$ cat src/rtl/mem_ctrl_pkg.sv
// Shared DRAM scheduler types: command encoding, address field layout and the latched request.
package mem_ctrl_pkg;

    localparam int ROW_W   = 8;
    localparam int COL_W   = 4;
    localparam int BG_W    = $clog2(2);
    localparam int BA_W    = $clog2(4);
    localparam int PADDR_W = 19;

    // Byte address layout, LSB up: offset | col | bank | bank group | row
    localparam int OFF_COL  = 3;
    localparam int OFF_BA   = OFF_COL + COL_W;
    localparam int OFF_BG   = OFF_BA + BA_W;
    localparam int OFF_ROW  = OFF_BG + BG_W;
    localparam int ADDR_TOP = OFF_ROW + ROW_W;
    localparam int FIELD_W  = ADDR_TOP - OFF_COL;

    typedef enum logic [2:0] {
        CMD_READ      = 3'd0,
        CMD_WRITE     = 3'd1,
        CMD_ACTIVATE  = 3'd2,
        CMD_PRECHARGE = 3'd3
    } cmd_e;

    typedef struct packed {
        logic              write;
        logic [ROW_W-1:0]  row;
        logic [COL_W-1:0]  col;
        logic [BG_W-1:0]   bg;
        logic [BA_W-1:0]   ba;
        logic [7:0][63:0]  data;
    } req_t;

    // fields holds address bits [ADDR_TOP-1:OFF_COL]
    function automatic req_t decode_req(input logic write, input logic [FIELD_W-1:0] fields,
                                        input logic [7:0][63:0] data);
        req_t r;
        r.write = write;
        r.col   = fields[0 +: COL_W];
        r.ba    = fields[OFF_BA - OFF_COL +: BA_W];
        r.bg    = fields[OFF_BG - OFF_COL +: BG_W];
        r.row   = fields[OFF_ROW - OFF_COL +: ROW_W];
        r.data  = data;
        return r;
    endfunction

endpackage

$ cat src/rtl/bank_row_table.sv
// Open-row table: one {open, row} entry per bank, combinational lookup, single set/clear port.
module bank_row_table #(
    parameter int ENTRIES = 8,
    parameter int IDX_W   = 3,
    parameter int ROW_W   = 8
) (
    input  logic             clk_in,
    input  logic             rst_in,
    input  logic [IDX_W-1:0] lookup_idx,
    output logic             lookup_open,
    output logic [ROW_W-1:0] lookup_row,
    input  logic             wr_en,
    input  logic             wr_set,
    input  logic [IDX_W-1:0] wr_idx,
    input  logic [ROW_W-1:0] wr_row
);

    logic [ENTRIES-1:0]            open_q;
    logic [ENTRIES-1:0][ROW_W-1:0] row_q;

    always_ff @(posedge clk_in or posedge rst_in) begin
        if (rst_in) begin
            open_q <= '0;
            row_q  <= '0;
        end else if (wr_en) begin
            open_q[wr_idx] <= wr_set;
            if (wr_set) row_q[wr_idx] <= wr_row;
        end
    end

    assign lookup_open = open_q[lookup_idx];
    assign lookup_row  = row_q[lookup_idx];

endmodule

$ cat src/rtl/bank_cmd_scheduler.sv
// In-order open-page DRAM command scheduler: one request in flight, emits PRE/ACT/RD/WR with tRP, tRCD and burst spacing.
module bank_cmd_scheduler
    import mem_ctrl_pkg::*;
#(
    parameter int ROW_BITS           = 8,
    parameter int COL_BITS           = 4,
    parameter int PADDR_BITS         = 19,
    parameter int BANK_GROUPS        = 2,
    parameter int BANKS_PER_GROUP    = 4,
    parameter int ACTIVATION_LATENCY = 8,
    parameter int PRECHARGE_LATENCY  = 5,
    parameter int BURST_GAP          = 4
) (
    input  logic                               clk_in,
    input  logic                               rst_in,
    input  logic                               req_valid_in,
    output logic                               req_ready_out,
    input  logic                               req_write_in,
    input  logic [PADDR_BITS-1:0]              req_addr_in,
    input  logic [7:0][63:0]                   req_data_in,
    output logic                               cmd_valid_out,
    output logic [2:0]                         cmd_out,
    output logic [$clog2(BANK_GROUPS)-1:0]     bank_group_out,
    output logic [$clog2(BANKS_PER_GROUP)-1:0] bank_out,
    output logic [ROW_BITS-1:0]                row_out,
    output logic [COL_BITS-1:0]                col_out,
    output logic [7:0][63:0]                   val_out
);

    localparam int MAX_LAT = (ACTIVATION_LATENCY > PRECHARGE_LATENCY) ? ACTIVATION_LATENCY
                                                                      : PRECHARGE_LATENCY;
    localparam int WAIT_W = $clog2(MAX_LAT + 1);
    localparam int GAP_W  = $clog2(BURST_GAP + 1);
    localparam logic [WAIT_W-1:0] ACT_LAT = WAIT_W'(ACTIVATION_LATENCY);
    localparam logic [WAIT_W-1:0] PRE_LAT = WAIT_W'(PRECHARGE_LATENCY);
    localparam logic [GAP_W-1:0]  GAP     = GAP_W'(BURST_GAP);

    typedef enum logic [2:0] {
        S_IDLE, S_CHECK, S_PRE, S_WAIT_PRE, S_ACT, S_WAIT_ACT, S_COL
    } state_e;

    state_e             state;
    req_t               req;
    logic [WAIT_W-1:0]  wait_cnt;
    logic [GAP_W-1:0]   col_cnt;
    logic               tbl_open;
    logic [ROW_W-1:0]   tbl_row;
    logic               pre_fire, act_fire, col_fire;
    logic               unused_addr;

    assign unused_addr = ^{req_addr_in[OFF_COL-1:0], req_addr_in[PADDR_BITS-1:ADDR_TOP]};

    // A command is registered on the edge where its timer steps from 1 to 0,
    // so the strobe appears in the cycle the timer reads 0.
    assign pre_fire = (state == S_PRE);
    assign act_fire = (state == S_ACT) || (state == S_WAIT_PRE && wait_cnt <= WAIT_W'(1));
    assign col_fire = (state == S_COL) && (wait_cnt <= WAIT_W'(1)) && (col_cnt <= GAP_W'(1));

    assign req_ready_out = (state == S_IDLE);

    bank_row_table #(
        .ENTRIES (BANK_GROUPS * BANKS_PER_GROUP),
        .IDX_W   (BG_W + BA_W),
        .ROW_W   (ROW_W)
    ) u_row_table (
        .clk_in      (clk_in),
        .rst_in      (rst_in),
        .lookup_idx  ({req.bg, req.ba}),
        .lookup_open (tbl_open),
        .lookup_row  (tbl_row),
        .wr_en       (pre_fire | act_fire),
        .wr_set      (act_fire),
        .wr_idx      ({req.bg, req.ba}),
        .wr_row      (req.row)
    );

    always_ff @(posedge clk_in or posedge rst_in) begin
        if (rst_in) begin
            state          <= S_IDLE;
            req            <= '0;
            wait_cnt       <= '0;
            col_cnt        <= '0;
            cmd_valid_out  <= 1'b0;
            cmd_out        <= '0;
            bank_group_out <= '0;
            bank_out       <= '0;
            row_out        <= '0;
            col_out        <= '0;
            val_out        <= '0;
        end else begin
            cmd_valid_out <= pre_fire | act_fire | col_fire;
            if (pre_fire | act_fire | col_fire) begin
                bank_group_out <= req.bg;
                bank_out       <= req.ba;
                row_out        <= req.row;
            end
            if (pre_fire) cmd_out <= CMD_PRECHARGE;
            if (act_fire) cmd_out <= CMD_ACTIVATE;
            if (col_fire) begin
                cmd_out <= req.write ? CMD_WRITE : CMD_READ;
                col_out <= req.col;
                if (req.write) val_out <= req.data;
            end

            if (pre_fire)               wait_cnt <= PRE_LAT;
            else if (act_fire)          wait_cnt <= ACT_LAT;
            else if (wait_cnt != '0)    wait_cnt <= wait_cnt - WAIT_W'(1);

            if (col_fire)               col_cnt <= GAP;
            else if (col_cnt != '0)     col_cnt <= col_cnt - GAP_W'(1);

            case (state)
                S_IDLE:
                    if (req_valid_in) begin
                        req   <= decode_req(req_write_in, req_addr_in[ADDR_TOP-1:OFF_COL], req_data_in);
                        state <= S_CHECK;
                    end
                S_CHECK:
                    if (!tbl_open)              state <= S_ACT;
                    else if (tbl_row == req.row) state <= S_COL;
                    else                        state <= S_PRE;
                S_PRE:      state <= S_WAIT_PRE;
                S_WAIT_PRE: if (act_fire) state <= S_WAIT_ACT;
                S_ACT:      state <= S_WAIT_ACT;
                // Hand over to COL one cycle early so the column strobe lands exactly tRCD after ACTIVATE
                S_WAIT_ACT: if (wait_cnt <= WAIT_W'(2)) state <= S_COL;
                S_COL:      if (col_fire) state <= S_IDLE;
                default:    state <= S_IDLE;
            endcase
        end
    end

endmodule
$ cat config.mk
export PLATFORM = sky130hd
export DESIGN_NAME = bank_cmd_scheduler
export DESIGN_NICKNAME = d
export VERILOG_FILES = /design/src/rtl/mem_ctrl_pkg.sv /design/src/rtl/bank_row_table.sv /design/src/rtl/bank_cmd_scheduler.sv
export SDC_FILE = /design/constraint.sdc
export NUM_CORES = 2
export LEC_CHECK = 0
export ABC_AREA = 1
export CAP_MARGIN = 25
export CORE_AREA = 3 3 413 415
export CTS_BUF_LIST = sky130_fd_sc_hd__clkbuf_16
export DETAILED_ROUTE_END_ITERATION = 8
export DIE_AREA = 0 0 416 418
export PLACE_DENSITY = 0.44
export RECOVER_POWER = 50
export SLEW_MARGIN = 25
export SYNTH_ARGS = -nofsm -noshare
export SYNTH_HDL_FRONTEND = slang
export SYNTH_SLANG_ARGS = --single-unit
$ cat constraint.sdc
create_clock -name clk_in -period 50.6 [get_ports clk_in]
set_clock_uncertainty 0.1 [all_clocks]
set_input_delay 10.12 -clock clk_in [delete_from_list [all_inputs] [get_ports clk_in]]
set_output_delay 10.12 -clock clk_in [all_outputs]
set_load 0.1 [all_outputs]
# After elaboration in Yosys (flattened, before gate mapping)
# Cells that the tools add are included.
[totals]
elab_cells = 100
out_inout_bits = 532
ff_bits = 1141
inputBits = 535
[op_classes]
n_addsub = 2
n_eq_ne = 11
muxes = 26
n_reduce_logical = 15
n_lt_le_gt_ge = 5
n_bitwise = 2
[op_table]
columns = ["cell", "count"]
rows = [
  ["64-bit bitwise mux", 1],
  ["3-bit two-way mux", 11],
  ["8-bit binary-select mux with 3-bit select", 1],
  ["8-bit demux with 3-bit select", 1],
  ["3-bit one-hot mux with 7 select lines", 1],
  ["8-bit two-way mux", 2],
  ["4-bit two-way mux", 3],
  ["3-bit == test (second input constant)", 3],
  ["3-bit nonzero test", 3],
  ["8-bit bitwise mux", 1],
  ["8-bit == test", 1],
  ["2-bit inequality test (second input constant)", 4],
  ["3-bit by 2-bit == test with 1-bit output (second input constant)", 2],
  ["2-bit AND reduction", 3],
  ["4-bit by 1-bit less-or-equal comparator with 1-bit output (second input constant)", 1],
  ["4-bit by 2-bit less-or-equal comparator with 1-bit output (second input constant)", 1],
  ["1-bit logical AND", 4],
  ["3-bit by 4-bit less-than comparator with 1-bit output (second input constant)", 1],
  ["4-bit AND reduction", 1],
  ["4-bit nonzero test", 1],
  ["4-bit by 1-bit subtractor with 4-bit output (second input constant)", 1],
  ["1-bit binary-select mux with 3-bit select", 1],
  ["1-bit demux with 3-bit select", 1],
  ["3-bit by 1-bit == test with 1-bit output (second input constant)", 1],
  ["8 further kinds", 11],
]

# Logic depth before layout (Yosys ltp)
[logic_depth]
ltp_word = 6
depth_mapped = 15
ltp_nobuf = 14

# Cells and area by module
# A second synthesis with hierarchy kept.
[unflattened]
hier_cells = 4108
hier_area_um2 = 45778.9
[modules_own_cells]
columns = ["mod", "cells_per_inst", "instances", "seq_area_each_um2", "area_per_inst_um2"]
rows = [
  ["bank_cmd_scheduler", 3618, 1, 26725.6, 42099.1],
  ["bank_row_table", 490, 1, 1801.7, 3679.8],
]

# Worst setup path after synthesis
# Ideal clock, no wire load.
[synth_path]
path_type = "register to output"
from = "register state[1]"
to = "output req_ready_out"
stages_incl_launch_ff = 4
n_path_buf = 0
t_arrival_ps = 1247
t_required_ps = 40380
slack_ps = 39133
path_cell_list = "dfrtp_1 > nor2_1 > nand2_1 > inv_1"
[synth_between]
elab_chain_len = 1
[synth_lines]
columns = ["item", "line", "source"]
rows = [
  ["start, declared", "bank_cmd_scheduler.sv:42", "state_e state;"],
  ["start signal, assigned", "bank_cmd_scheduler.sv:79", "state <= S_IDLE;"],
  ["start signal, assigned", "bank_cmd_scheduler.sv:116", "state <= S_CHECK;"],
  ["start signal, assigned", "bank_cmd_scheduler.sv:119", "if (!tbl_open) state <= S_ACT;"],
  ["3-bit logical NOT", "bank_cmd_scheduler.sv:59", "assign req_ready_out = (state == S_IDLE);"],
  ["end, declared", "bank_cmd_scheduler.sv:17", "output logic req_ready_out,"],
]
# Every way passes these cells.

==> results.yml <==
status:
  status: "complete, but fails checks"
  failed_checks: "capacitance limit, slew limit"
hold_path:
  min-delay-start: "req[264]"
  holdPathStages: 1
  hold_class: "flop to flop"
  hold_end: "val_out[264]"
floorplan:
  die_y_microns: 418
  core_area_sq_um: 167000
  initial_core_util: 0.261
  dieArea_sq_um: 174000
  io_pins: 1067
  num_rows: 150
  dieWidth_microns: 416
finish:
  final_util: 0.360
  fill_cells: 16400
  finalNonFillerCells: 6293
  drive_gt1_frac: 0.187
  nets: 4508
  synthToLayoutAreaGrowth_pct: 37.9
timing:
  hold_viol: 0
  post-route-period-util: 0.414
  max_freq_mhz: 47.8
  setup_tns_ns: 0
  worst_pin_slew_ns: 8.47
  rsz0062_at_grt: "false"
  fin_crit_ns: 20.92
  max-slew-margin-rel: -4.65
  final-setup-viol-count: 0
  slew_violations: 1266
  hold_slack_ns: 0.359
synth:
  synth_nets: 3411
  synth_area_sq_um: 43600
  ys_seq_elements: 1140
  yosysWarnings: 0
  ys_seq_area_frac: 0.654
  postSynthAreaPerCell_sq_um: 15.2
  ys_types: 33
  netlist_instances: 2870
clock_network:
  post-cts-setup-buffers: 0
  htreeDepth: 4
  clock_sinks: 1140
  clkLatencyLatePin_ns: 0.77
  ctsLongestPathBuffers: 3
  cts_tree: "built"
  hold_buffers: 0
  cts.root.buffer_cell: "clkbuf_16"
  cts_buffers: 140
  cts.clk_slew.worst_paths_ns: 0.06
  cts_resized: 0
power:
  switching_share: 0.378
  combPwrFrac: 0.346
  p_int_mw: 2.19
  vdd_drop_max_uv: 33.7
  p_switching_mw: 1.33
  p_leak_nw: 27.8
  powerDensity_nw_per_um2: 58.6
  p_clk_frac: 0.264
  pwr-share-seq: 0.390
route:
  dr_total_vias: 26600
  wl_per_cell_microns: 21.7
  drtIter0Drc: 1113
  routed_via_density: 4.23
  drt_drc_violations_left: 0
  drt_first_pass_iters: 5
  drtAntennaViolNets: 0
  wl_microns: 136000
worst_setup_path:
  r2r_start: "wait_cnt[0]"
  critPathArrivalTime_ns: 21.57
  endpoint_kind: "async pin"
  crit_type: "primary input to async pin"
  timing.rr.end: "val_out[57]"
  r2r_slack_ns: 33.64
  crit_chain: "dlygate4sd3_1 -> clkinvlp_2 -> clkbuf_1 -> clkbuf_1 -> buf_4 -> buf_4 -> buf_4"
  critPathMaxFanout: 130
  cpMostUsedCell: "buf_4"
  worstPathRequired_ns: 51.24
  critical-path-max-stage-delay_ns: 3.39
  r2r_cells: 9
  critPathSlowestCell: "clkinvlp_2"
  cp-start-kind: "primary input"
grt:
  overflow: 0
  antenna_found_initial: 32
  track_usage: 0.154
  grt_pass1_wl_microns: 198000
  grt_pass1_vias: 28000
  grt_max_degree: 139
place:
  gp_congestion: 0.762
  dpl.hpwl_microns: 97900
  port_buffers: 1061
  dp_cells: 6028
run:
  maxCapViolCount: 18
-- synthesized netlist by cell type, drive strengths merged --
cell type,number,area share
conb,1,0.000086
nor3,5,0.00057
o22ai,1,0.00014
buf,122,0.023
mux2,1024,0.26
a211oi,1,0.00017
a21oi,20,0.0023
nand3b,3,0.00052
o211ai,4,0.00069
or2,3,0.00043
nand2,221,0.019
clkbuf,24,0.0021
nand3,27,0.0034
dfrtp,1140,0.65
nand4,1,0.00014
inv,93,0.0080
xnor2,1,0.00020
ha,6,0.0017
a311oi,1,0.00020
o31ai,2,0.00034
o21bai,1,0.00017
o21ai,100,0.011
nor2,69,0.0064
-- power by group through the flow --
stage | Clock (mW) | Sequential, mW | Combinational, mW
after floorplan | 0 | 1.81 | 0.473
after global placement | 0 | 1.38 | 1.23
after detailed placement | 0 | 1.39 | 1.24
after CTS | 0.970 | 1.38 | 1.24
after global routing | 1.01 | 1.41 | 1.30
final | 0.929 | 1.37 | 1.22
-- cell families after synthesis --
| kind of cell | after synthesis | share of synthesized area |
|---|---|---|
| buffers and inverters | 239 | 0.0333 |
| and+or+nand+nor | 329 | 0.0304 |
| xor gates and xnor gates | 1 | 0.000201 |
| muxes | 1024 | 0.264 |
| AOI/OAI and AO/OA | 130 | 0.0155 |
| other | 1 | 0.0000860 |
| adders and majority gates | 6 | 0.00172 |
| DFF | 1140 | 0.654 |
-- registers in the layout, summed over array words and instances (netlist names) --
name	cells
wait_cnt	4
val_out	512
cmd_valid_out	1
u_row_table.row_q	64
bank_out	2
col_cnt	3
u_row_table.open_q	8
col_out	4
req	528
cmd_out	2
bank_group_out	1
row_out	8
state	3
-- cell usage in the layout, fill, tap and decap left out, drive strengths merged --
master	netlist	layout
o22ai	1	1
xnor2	1	1
nand3b	3	3
bufinv	0	3
clkbuf	24	218
conb	1	1
inv	93	132
nor3	5	5
buf	122	24
nand3	27	27
or2	3	3
clkdlybuf4s50	0	923
diode	0	15
a211oi	1	1
o31ai	2	2
nand2	221	221
a311oi	1	1
nand4	1	1
mux2	1024	1024
clkinv	0	57
dlygate4sd3	0	83
o21bai	1	1
dfrtp	1140	1140
o21ai	100	100
ha	6	6
nor2	69	69
clkinvlp	0	3
o211ai	4	4
a21oi	20	20
-- how the worst max path moves through the flow --
stage / endpoint / slack (ns) / start
after floorplan: bank_group_out / 8.27 / rst_in
after CTS: req[234] / 35.32 / req_valid_in
after global routing: req[208] / 27.24 / rst_in
final: req[140] / 29.68 / rst_in
after detailed placement: req[225] / 34.47 / req_valid_in
after global placement: req[172] / 34.49 / req_valid_in
-- worst max-delay path: cells and delay by family --
family,cells,cell delay (ns)
buf+inv,7,11.14
-- cell type report --
| type | count | area (sq um) | area share |
|---|---|---|---|
| Sequential cell | 1140 | 28500 | 0.474 |
| Multi-Input combinational cell | 1491 | 13600 | 0.226 |
| Timing Repair Buffer | 1101 | 10600 | 0.177 |
| Clock buffer | 147 | 3680 | 0.0612 |
| Tap cell | 2204 | 2760 | 0.0459 |
| Clock inverter | 102 | 546 | 0.00907 |
| Inverter | 93 | 350 | 0.00583 |
| Antenna cell | 15 | 37.5 | 0.000624 |
-- metal layers --
metal | vias up | routed length [microns] | global-route usage
li1 | 12100 | - | -
met1 | 13600 | 52800 | 0.176
met2 | 698 | 69800 | 0.265
met3 | 190 | 10600 | 0.0596
met4 | 22 | 3190 | 0.0485
met5 | - | 159 | 0
-- metrics by stage --
step           worst slack (ns)  cell area [sq um]  power, mW
5_1_grt                   27.24              60100       3.72
6_report                  29.68              60100       3.52
4_1_cts                   35.32              60300       3.59
2_1_floorplan              8.27              43600       2.29
3_5_place_dp              34.47              56100       2.63
3_3_place_gp              34.49              56200       2.61
Note: power is estimated with default switching activity, not from simulation.
